<file path="src/rtl/lut_mult_sequencer_pkg.sv">
// Shared definitions for the LUT multiplier sequencer: FSM encoding, digit-index
// type, shift table and wait-counter sizing helpers.
package lut_mult_sequencer_pkg;

  typedef enum logic [1:0] {
    ST_IDLE   = 2'd0,
    ST_LOOKUP = 2'd1,
    ST_DONE   = 2'd2
  } state_e;

  localparam int K_W       = 2;
  localparam int N_LOOKUPS = 4;

  typedef logic [K_W-1:0] k_t;

  // Shift in units of W: k0 -> 0, k1/k2 -> 1, k3 -> 2 (sum of the digit half selects).
  function automatic logic [1:0] shift_sel(input k_t k);
    return {1'b0, k[1]} + {1'b0, k[0]};
  endfunction

  // Lookups strictly after k; used to find the next lookup still to issue.
  function automatic logic [N_LOOKUPS-1:0] above_mask(input k_t k);
    logic [N_LOOKUPS-1:0] m;
    case (k)
      2'd0:    m = 4'b1110;
      2'd1:    m = 4'b1100;
      2'd2:    m = 4'b1000;
      default: m = 4'b0000;
    endcase
    return m;
  endfunction

  // Lowest set bit of m as {found, index}.
  function automatic logic [K_W:0] first_set(input logic [N_LOOKUPS-1:0] m);
    logic [K_W:0] r;
    r = '0;
    for (int i = N_LOOKUPS - 1; i >= 0; i--) begin
      if (m[i]) r = {1'b1, k_t'(i)};
    end
    return r;
  endfunction

  function automatic int cnt_width(input int lat);
    return (lat > 0) ? $clog2(lat + 1) : 1;
  endfunction

endpackage

</file>
<file path="src/rtl/lut_mult_acc.sv">
// 4W shift-and-add accumulator: synchronous clear, shift select in units of W,
// add enable. Holds the running product of the digit lookups.
module lut_mult_acc #(
  parameter int W = 4
) (
  input  logic           clk,
  input  logic           rst,
  input  logic           clr,
  input  logic           add_en,
  input  logic [1:0]     shift_sel,
  input  logic [2*W-1:0] data,
  output logic [4*W-1:0] acc
);

  logic [4*W-1:0] addend;

  // NOTE: every always_comb output gets a default first so no path leaves it unassigned (no latch).
  always_comb begin
    addend = '0;
    case (shift_sel)
      2'd0:    addend = {{(2*W){1'b0}}, data};
      2'd1:    addend = {{W{1'b0}}, data, {W{1'b0}}};
      default: addend = {data, {(2*W){1'b0}}};
    endcase
  end

  // NOTE: sequential state uses non-blocking assignments so all flops update from pre-edge values.
  always_ff @(posedge clk or posedge rst) begin
    if (rst) begin
      acc <= '0;
    end else if (clr) begin
      acc <= '0;
    end else if (add_en) begin
      acc <= acc + addend;
    end
  end

endmodule

</file>
<file path="src/rtl/lut_mult_sequencer.sv">
// Drives a W x W product ROM through four digit lookups to form a 2W x 2W product.
// Optional ZERO_SKIP_EN: lookups with a zero digit are skipped entirely.
module lut_mult_sequencer
  import lut_mult_sequencer_pkg::*;
#(
  parameter int W      = 4,
  parameter int RD_LAT = 1
) (
  input  logic           clk,
  input  logic           rst,
  input  logic           in_valid,
  output logic           in_ready,
  input  logic [2*W-1:0] in_a,
  input  logic [2*W-1:0] in_b,
  output logic           out_valid,
  input  logic           out_ready,
  output logic [4*W-1:0] out_product,
  output logic           busy,
  output logic [2*W-1:0] rom_address,
  output logic           rom_read_en,
  output logic           rom_ce,
  input  logic [2*W-1:0] rom_data
);

  localparam int CNT_W = cnt_width(RD_LAT);
  localparam logic [CNT_W-1:0] CNT_LAST = CNT_W'(RD_LAT);

  state_e               state_q, state_d;
  logic [2*W-1:0]       a_q, b_q;
  k_t                   k_q, k_d;
  logic [CNT_W-1:0]     cnt_q, cnt_d;
  logic                 latch_ops;
  logic                 acc_clr, acc_add;
  logic [4*W-1:0]       acc;
  logic [N_LOOKUPS-1:0] mask_in, mask_cur;
  logic [K_W:0]         pick_first, pick_next;
  logic [W-1:0]         a_dig, b_dig;

`ifdef ZERO_SKIP_EN
  // Bit k set when lookup k has both digits non-zero and so contributes to the product.
  function automatic logic [N_LOOKUPS-1:0] digit_mask(input logic [2*W-1:0] a,
                                                      input logic [2*W-1:0] b);
    logic al, ah, bl, bh;
    al = |a[W-1:0];
    ah = |a[2*W-1:W];
    bl = |b[W-1:0];
    bh = |b[2*W-1:W];
    return {ah & bh, ah & bl, al & bh, al & bl};
  endfunction

  assign mask_in  = digit_mask(in_a, in_b);
  assign mask_cur = digit_mask(a_q, b_q);
`else
  assign mask_in  = '1;
  assign mask_cur = '1;
`endif

  assign pick_first = first_set(mask_in);
  assign pick_next  = first_set(mask_cur & above_mask(k_q));

  always_ff @(posedge clk or posedge rst) begin
    if (rst) state_q <= ST_IDLE;
    else     state_q <= state_d;
  end

  always_comb begin
    state_d   = state_q;
    k_d       = k_q;
    cnt_d     = cnt_q;
    latch_ops = 1'b0;
    acc_clr   = 1'b0;
    acc_add   = 1'b0;
    case (state_q)
      ST_IDLE: begin
        if (in_valid) begin
          latch_ops = 1'b1;
          acc_clr   = 1'b1;
          cnt_d     = '0;
          if (pick_first[K_W]) begin
            state_d = ST_LOOKUP;
            k_d     = pick_first[K_W-1:0];
          end else begin
            state_d = ST_DONE;
          end
        end
      end
      ST_LOOKUP: begin
        if (cnt_q == CNT_LAST) begin
          acc_add = 1'b1;
          cnt_d   = '0;
          if (pick_next[K_W]) k_d = pick_next[K_W-1:0];
          else                state_d = ST_DONE;
        end else begin
          cnt_d = cnt_q + 1'b1;
        end
      end
      ST_DONE: begin
        if (out_ready) state_d = ST_IDLE;
      end
      default: state_d = ST_IDLE;
    endcase
  end

  always_ff @(posedge clk or posedge rst) begin
    if (rst) begin
      a_q   <= '0;
      b_q   <= '0;
      k_q   <= '0;
      cnt_q <= '0;
    end else begin
      if (latch_ops) begin
        a_q <= in_a;
        b_q <= in_b;
      end
      k_q   <= k_d;
      cnt_q <= cnt_d;
    end
  end

  // Digit order: k[1] selects the a half, k[0] the b half.
  assign a_dig = k_q[1] ? a_q[2*W-1:W] : a_q[W-1:0];
  assign b_dig = k_q[0] ? b_q[2*W-1:W] : b_q[W-1:0];

  always_comb begin
    in_ready    = (state_q == ST_IDLE);
    busy        = (state_q != ST_IDLE);
    out_valid   = (state_q == ST_DONE);
    rom_read_en = (state_q == ST_LOOKUP);
    rom_ce      = (state_q == ST_LOOKUP);
    rom_address = '0;
    out_product = '0;
    if (state_q == ST_LOOKUP) rom_address = {a_dig, b_dig};
    if (state_q == ST_DONE)   out_product = acc;
  end

  lut_mult_acc #(.W(W)) u_acc (
    .clk       (clk),
    .rst       (rst),
    .clr       (acc_clr),
    .add_en    (acc_add),
    .shift_sel (shift_sel(k_q)),
    .data      (rom_data),
    .acc       (acc)
  );

endmodule
</file>
<file path="config.mk">
export PLATFORM = sky130hd
export DESIGN_NAME = lut_mult_sequencer
export DESIGN_NICKNAME = d
export VERILOG_FILES = /design/src/rtl/lut_mult_sequencer_pkg.sv /design/src/rtl/lut_mult_acc.sv /design/src/rtl/lut_mult_sequencer.sv
export SDC_FILE = /design/constraint.sdc
export NUM_CORES = 1
export LEC_CHECK = 0
export ABC_AREA = 1
export ABC_CLOCK_PERIOD_IN_PS = 3760
export CAP_MARGIN = 5
export CELL_PAD_IN_SITES_DETAIL_PLACEMENT = 2
export CELL_PAD_IN_SITES_GLOBAL_PLACEMENT = 2
export CORE_AREA = 2 2 101 103
export CTS_CLUSTER_DIAMETER = 50
export CTS_CLUSTER_SIZE = 14
export DETAILED_ROUTE_END_ITERATION = 8
export DIE_AREA = 0 0 103 105
export MAX_ROUTING_LAYER = met4
export PLACE_DENSITY = 0.88
export SYNTH_ARGS = -nofsm -noshare
export SYNTH_HDL_FRONTEND = slang
export SYNTH_SLANG_ARGS = --single-unit
</file>
<file path="constraint.sdc">
create_clock -name clk -period 3.76 [get_ports clk]
set_input_delay 0.94 -clock clk [delete_from_list [all_inputs] [get_ports clk]]
set_output_delay 0.94 -clock clk [all_outputs]
set_load 0.05 [all_outputs]
</file>
# After elaboration in Yosys (flattened, before gate mapping)
# Index checks and enable logic that the tools add are counted.
# totals
register_bits	37
inputBits	28
output_inout_bits	29
elab_cells	56
# op_classes
addsub	3
eq_ne	10
muxes	28
n_reduce_logical	9
# op_table
op	count
16-bit two-way mux	3
16-bit case mux with 2 select lines	1
16-bit adder	1
2-bit two-way mux	7
3-bit two-way mux	4
4-bit case mux with 3 select lines	1
4-bit two-way mux	2
8-bit two-way mux	1
4-bit AND reduction	2
2-bit by 1-bit == test with 1-bit output (second input constant)	3
2-bit logical NOT	3
1-bit two-way mux	6
2-bit by 1-bit != test with 1-bit output (second input constant)	3
2-bit case mux with 3 select lines	1
2-bit nonzero test	3
2-bit == test (second input constant)	2
2-bit != test (second input constant)	2
2-bit case mux with 2 select lines	1
1-bit by 1-bit adder with 2-bit output	1
1-bit case mux with 2 select lines	1
2-bit AND reduction	1
1-bit adder (second input constant)	1

# Depth between registers and ports, before layout
# depth
word_depth	9
ltp_mapped	17
mapped_depth_nobuf	17

# Modules after synthesis
# A second synthesis with hierarchy kept.
# unflattened
cells_unflattened	454
area_unflattened_um2	2870.3
# modules_own_cells
module	n_inst	cells_per_inst	area_each_um2
lut_mult_acc	1	279	1661.6
lut_mult_sequencer	1	175	1208.7

# Worst setup path before layout
# OpenSTA, ideal clock, no wires.
# synth_timing
kind	register to output
start	register state_q[1]
end	output port out_product[10]
t_arrival_ps	2197
required_ps	2820
setup_slack_ps	623
path_stages_with_launch	6
cell_sequence	dfrtp_1 -> inv_2 -> nor2_1 -> inv_2 -> buf_2 -> nor2_1
# synth_via
elab_chain_len	2
# synth_lines
element	line_no	text
start: declaration	lut_mult_sequencer.sv:28	state_e state_q, state_d;
start signal: assignment	lut_mult_sequencer.sv:63	else state_q <= state_d;
2-bit == test	-	
named net out_valid	lut_mult_sequencer.sv:15	output logic out_valid,
16-bit two-way mux	lut_mult_sequencer.sv:133	if (state_q == ST_DONE) out_product = acc;
end: declaration	lut_mult_sequencer.sv:17	output logic [4*W-1:0] out_product,
# The timed path passes the listed nets, and every way through them passes these cells.

# Final worst setup path
# layout_timing
start	register state_q[1]
end	output port out_product[15]
# layout_via
elab_chain_len	2
# layout_lines
element	line_no
2-bit == test	lut_mult_sequencer.sv:133
16-bit two-way mux	lut_mult_sequencer.sv:133
# No other way between the ends.

==> summary.md <==
| Metric | Value |
|---|---|
| Fin cells | about 630 |
| Final Cycle Share | 0.849 |
| Wire per inst | around 16 um |
| # diodes | 0 |
| Synth warnings | 0 |
| Fill cells | 1226 |
| CTS Buffer Depth | 2 |
| Count of different cell masters after synthesis | 32 |
| Worst setup EP type | output pin |
| Post-CTS Resized | 0 |
| First-pass GRT wire length | around 17000 um |
| Reg2reg setup slack | between 0.8 and 0.9 ns |
| Total track usage | 0.215 |
| Input/output buffers | 56 |
| Area growth syn-to-layout | 27.9% |
| CTS tree | built |
| Post-Route WL | between 10000 and 15000 um |
| Die height | 105 um |
| Post-CTS Setup Inserts | 0 |
| Post-DRT Antenna Nets | 0 |
| Synthesis-stage register bit count | 37 |
| DIE AREA | between 10000 and 15000 um^2 |
| Routability cong. | 0.873 |
| Root Driver | clkbuf_8 |
| NetSw | between 1.5 and 2 mW |
| RSZ-0062 raised after global routing | no |
| Global route overflow | 0 |
| Max VDD drop | about 0.42 mV |
| Detailed Routing Iterations Pass 1 | 4 |
| Worst relative slew slack | 0.603 |
| Total negative slack | 0 ns |
| Comb pwr share | 0.658 |
| Max Freq | between 300 and 400 MHz |
| CTS buffer count | 5 |
| Clk slew on worst S/H paths | about 0.09 ns |
| # IOs | between 50 and 60 |
| Setup Skew | approximately 0.015 ns |
| WP data required | about 2.8 ns |
| Pin count of the biggest net entering global routing | 29 |
| CP max FO | 18 |
| Outcome | finished, final reports clean |
| Final Hold Fails | 0 |
| Initial Util | 0.293 |
| P_leak | approximately 1.9 nW |
| Mapped Nets | ~480 |
| Fin nets | 539 |
| Dpl ws | 0.568 ns |
| Max H-tree Level | 2 |
| Post-DP Area | around 3500 um^2 |
| Switching Share | 0.556 |
| Clock share of power | 0.108 |
| Fin worst setup slack | ~0.57 ns |
| Sequential Power Share | 0.234 |
| Die Wd | a little over 100 um |
| Final Max Slew Viols | 0 |
| Tmin final | 3.19 ns |
| Max Cap Viol | 0 |
| DR iter-0 viols | between 100 and 150 |
| Worst-Skew Late Latency | ~0.31 ns |
| Final setup fails | 0 |
| Vias per cell | ~4.8 |
| Via count | about 3000 |
| Register area share after synthesis | 0.328 |
| CP startpoint kind | flip-flop |
| Post-synthesis cell count | 435 |
| Int Pwr | approximately 1.3 mW |
| Crit path arrival time | ~2.3 ns |
| Hold Slack | about 0.49 ns |
| Multi-input gate area | approximately 1500 um^2 |
| Initial antenna violation count | 0 |
| Syn_area_per_cell | between 6 and 7 um^2 |
| Storage cell area | ~930 um^2 |
| PwrDens | ~820 nW/um^2 |
| Design Area, Final | between 3000 and 4000 um^2 |
| Least-Margin Pin Slew | 0.594 ns |
| Core Footprint | between 9000 and 10000 um^2 |
| Vias in the first global route | 3471 |
| Placed cell count | roughly 600 |
| Share of cells above drive strength 1 | 0.0507 |
| Hold/Removal Path Class | reg2reg |
| Core Rows | 36 |
| Mapped Area | between 2000 and 3000 um^2 |
| Dpl hpwl | roughly 8000 um |
| Clock sink total | 37 |
| Crit Path Class | reg2out |
| Post-cts hold buffer count | 0 |
| Post-route DRC | 0 |
==> layout by cell type, fill, tap and decap left out, types with 2 or more instances in the layout <==
cell type          n
inv_4              2
o21ai_1            8
o21ai_0            7
nor3_1             3
nand2_1          170
inv_1             77
a21oi_1           18
o22ai_1            8
o32ai_1            2
nor2_8             2
nand3b_1           2
clkbuf_8           5
clkdlybuf4s50_1   56
nor2_1            34
or2_2              2
dfrtp_1           37
nand3_1           20
ha_1              18
nand4_1            2
inv_2              5
==> critical path, stage by stage, from the launching register on <==
cell             delay, ns
dfrtp_1               0.42
inv_2                 0.07
nor2_1                0.17
inv_2                 0.21
nor2_1                0.22
clkdlybuf4s50_1       0.85
==> metrics by stage <==
step	utilization	total power [mW]
after floorplan	-	2.05
after global placement	0.365	2.54
after detailed placement	0.365	2.65
after CTS	0.375	2.99
after global routing	0.375	3.26
final	0.375	2.95
==> routing by layer <==
metal / track usage / vias to the layer above / share of wire / wire length (um)
li1: - / 1447 / - / -
met3: 0.0314 / 15 / 0.038 / 386
met2: 0.375 / 62 / 0.52 / 5260
met4: 0.0620 / 0 / 0.020 / 203
met5: - / - / 0 / 0
met1: 0.252 / 1457 / 0.42 / 4240
==> logic make-up (layout without fill, tap and decap cells) <==
| family | Yosys count | count (layout) | synth area share |
|---|---|---|---|
| AND/OR/NAND/NOR | 241 | 241 | 0.362 |
| adder cells (fa/ha/maj) | 19 | 19 | 0.0868 |
| XOR/XNOR | 1 | 1 | 0.00310 |
| flip-flops | 37 | 37 | 0.328 |
| AO/OA/AOI/OAI | 46 | 46 | 0.0926 |
| buffers and inverters | 91 | 149 | 0.128 |
==> layout make-up <==
class / count / area share
Timing Repair Buffer: 57 / 0.157
Inverter: 84 / 0.0887
Sequential cell: 37 / 0.256
Clock buffer: 5 / 0.0191
Clock inverter: 3 / 0.00693
Multi-Input combinational cell: 307 / 0.426
Tap cell: 133 / 0.0461
==> power groups by stage <==
stage	Sequential (mW)	Combinational, mW	Clock (mW)
5_1_grt	0.718	2.19	0.346
3_5_place_dp	0.702	1.95	0
6_report	0.691	1.94	0.318
3_3_place_gp	0.691	1.85	0
4_1_cts	0.695	1.97	0.328
2_1_floorplan	0.659	1.39	0
==> cell usage after synthesis (all sizes together) <==
cell / instances / area share
o221ai: 1 / 0.0031
dfrtp: 37 / 0.33
and2: 1 / 0.0022
nand3b: 2 / 0.0053
xor2: 1 / 0.0031
o21ai: 15 / 0.027
clkbuf: 1 / 0.0013
or2: 3 / 0.0066
ha: 18 / 0.080
buf: 6 / 0.013
inv: 84 / 0.11
nand2: 173 / 0.24
o32ai: 2 / 0.0062
nor3: 3 / 0.0053
nor2: 37 / 0.063
nand3: 20 / 0.035
o31ai: 1 / 0.0027
o22ai: 9 / 0.022
a21oi: 18 / 0.032
nand4: 2 / 0.0044
fa: 1 / 0.0071
==> flip-flops by register name (all words and copies together), names as in the netlist <==
signal / cells
b_q: 8
a_q: 8
k_q: 2
cnt_q: 1
state_q: 2
u_acc.acc: 16
==> path summary, 6_finish.rpt <==
check                           start              end  depth (start not counted)
max reg2reg                    k_q[1]    u_acc.acc[15]                         14
min                            a_q[0]           a_q[0]                          2
min reg2reg                    a_q[0]           a_q[0]                          2
max                        state_q[1]  out_product[15]                          5
max in group asynchronous         rst           a_q[6]                          3
min in group asynchronous         rst     u_acc.acc[3]                          2
No activity file was read; power rests on OpenSTA's default activity.
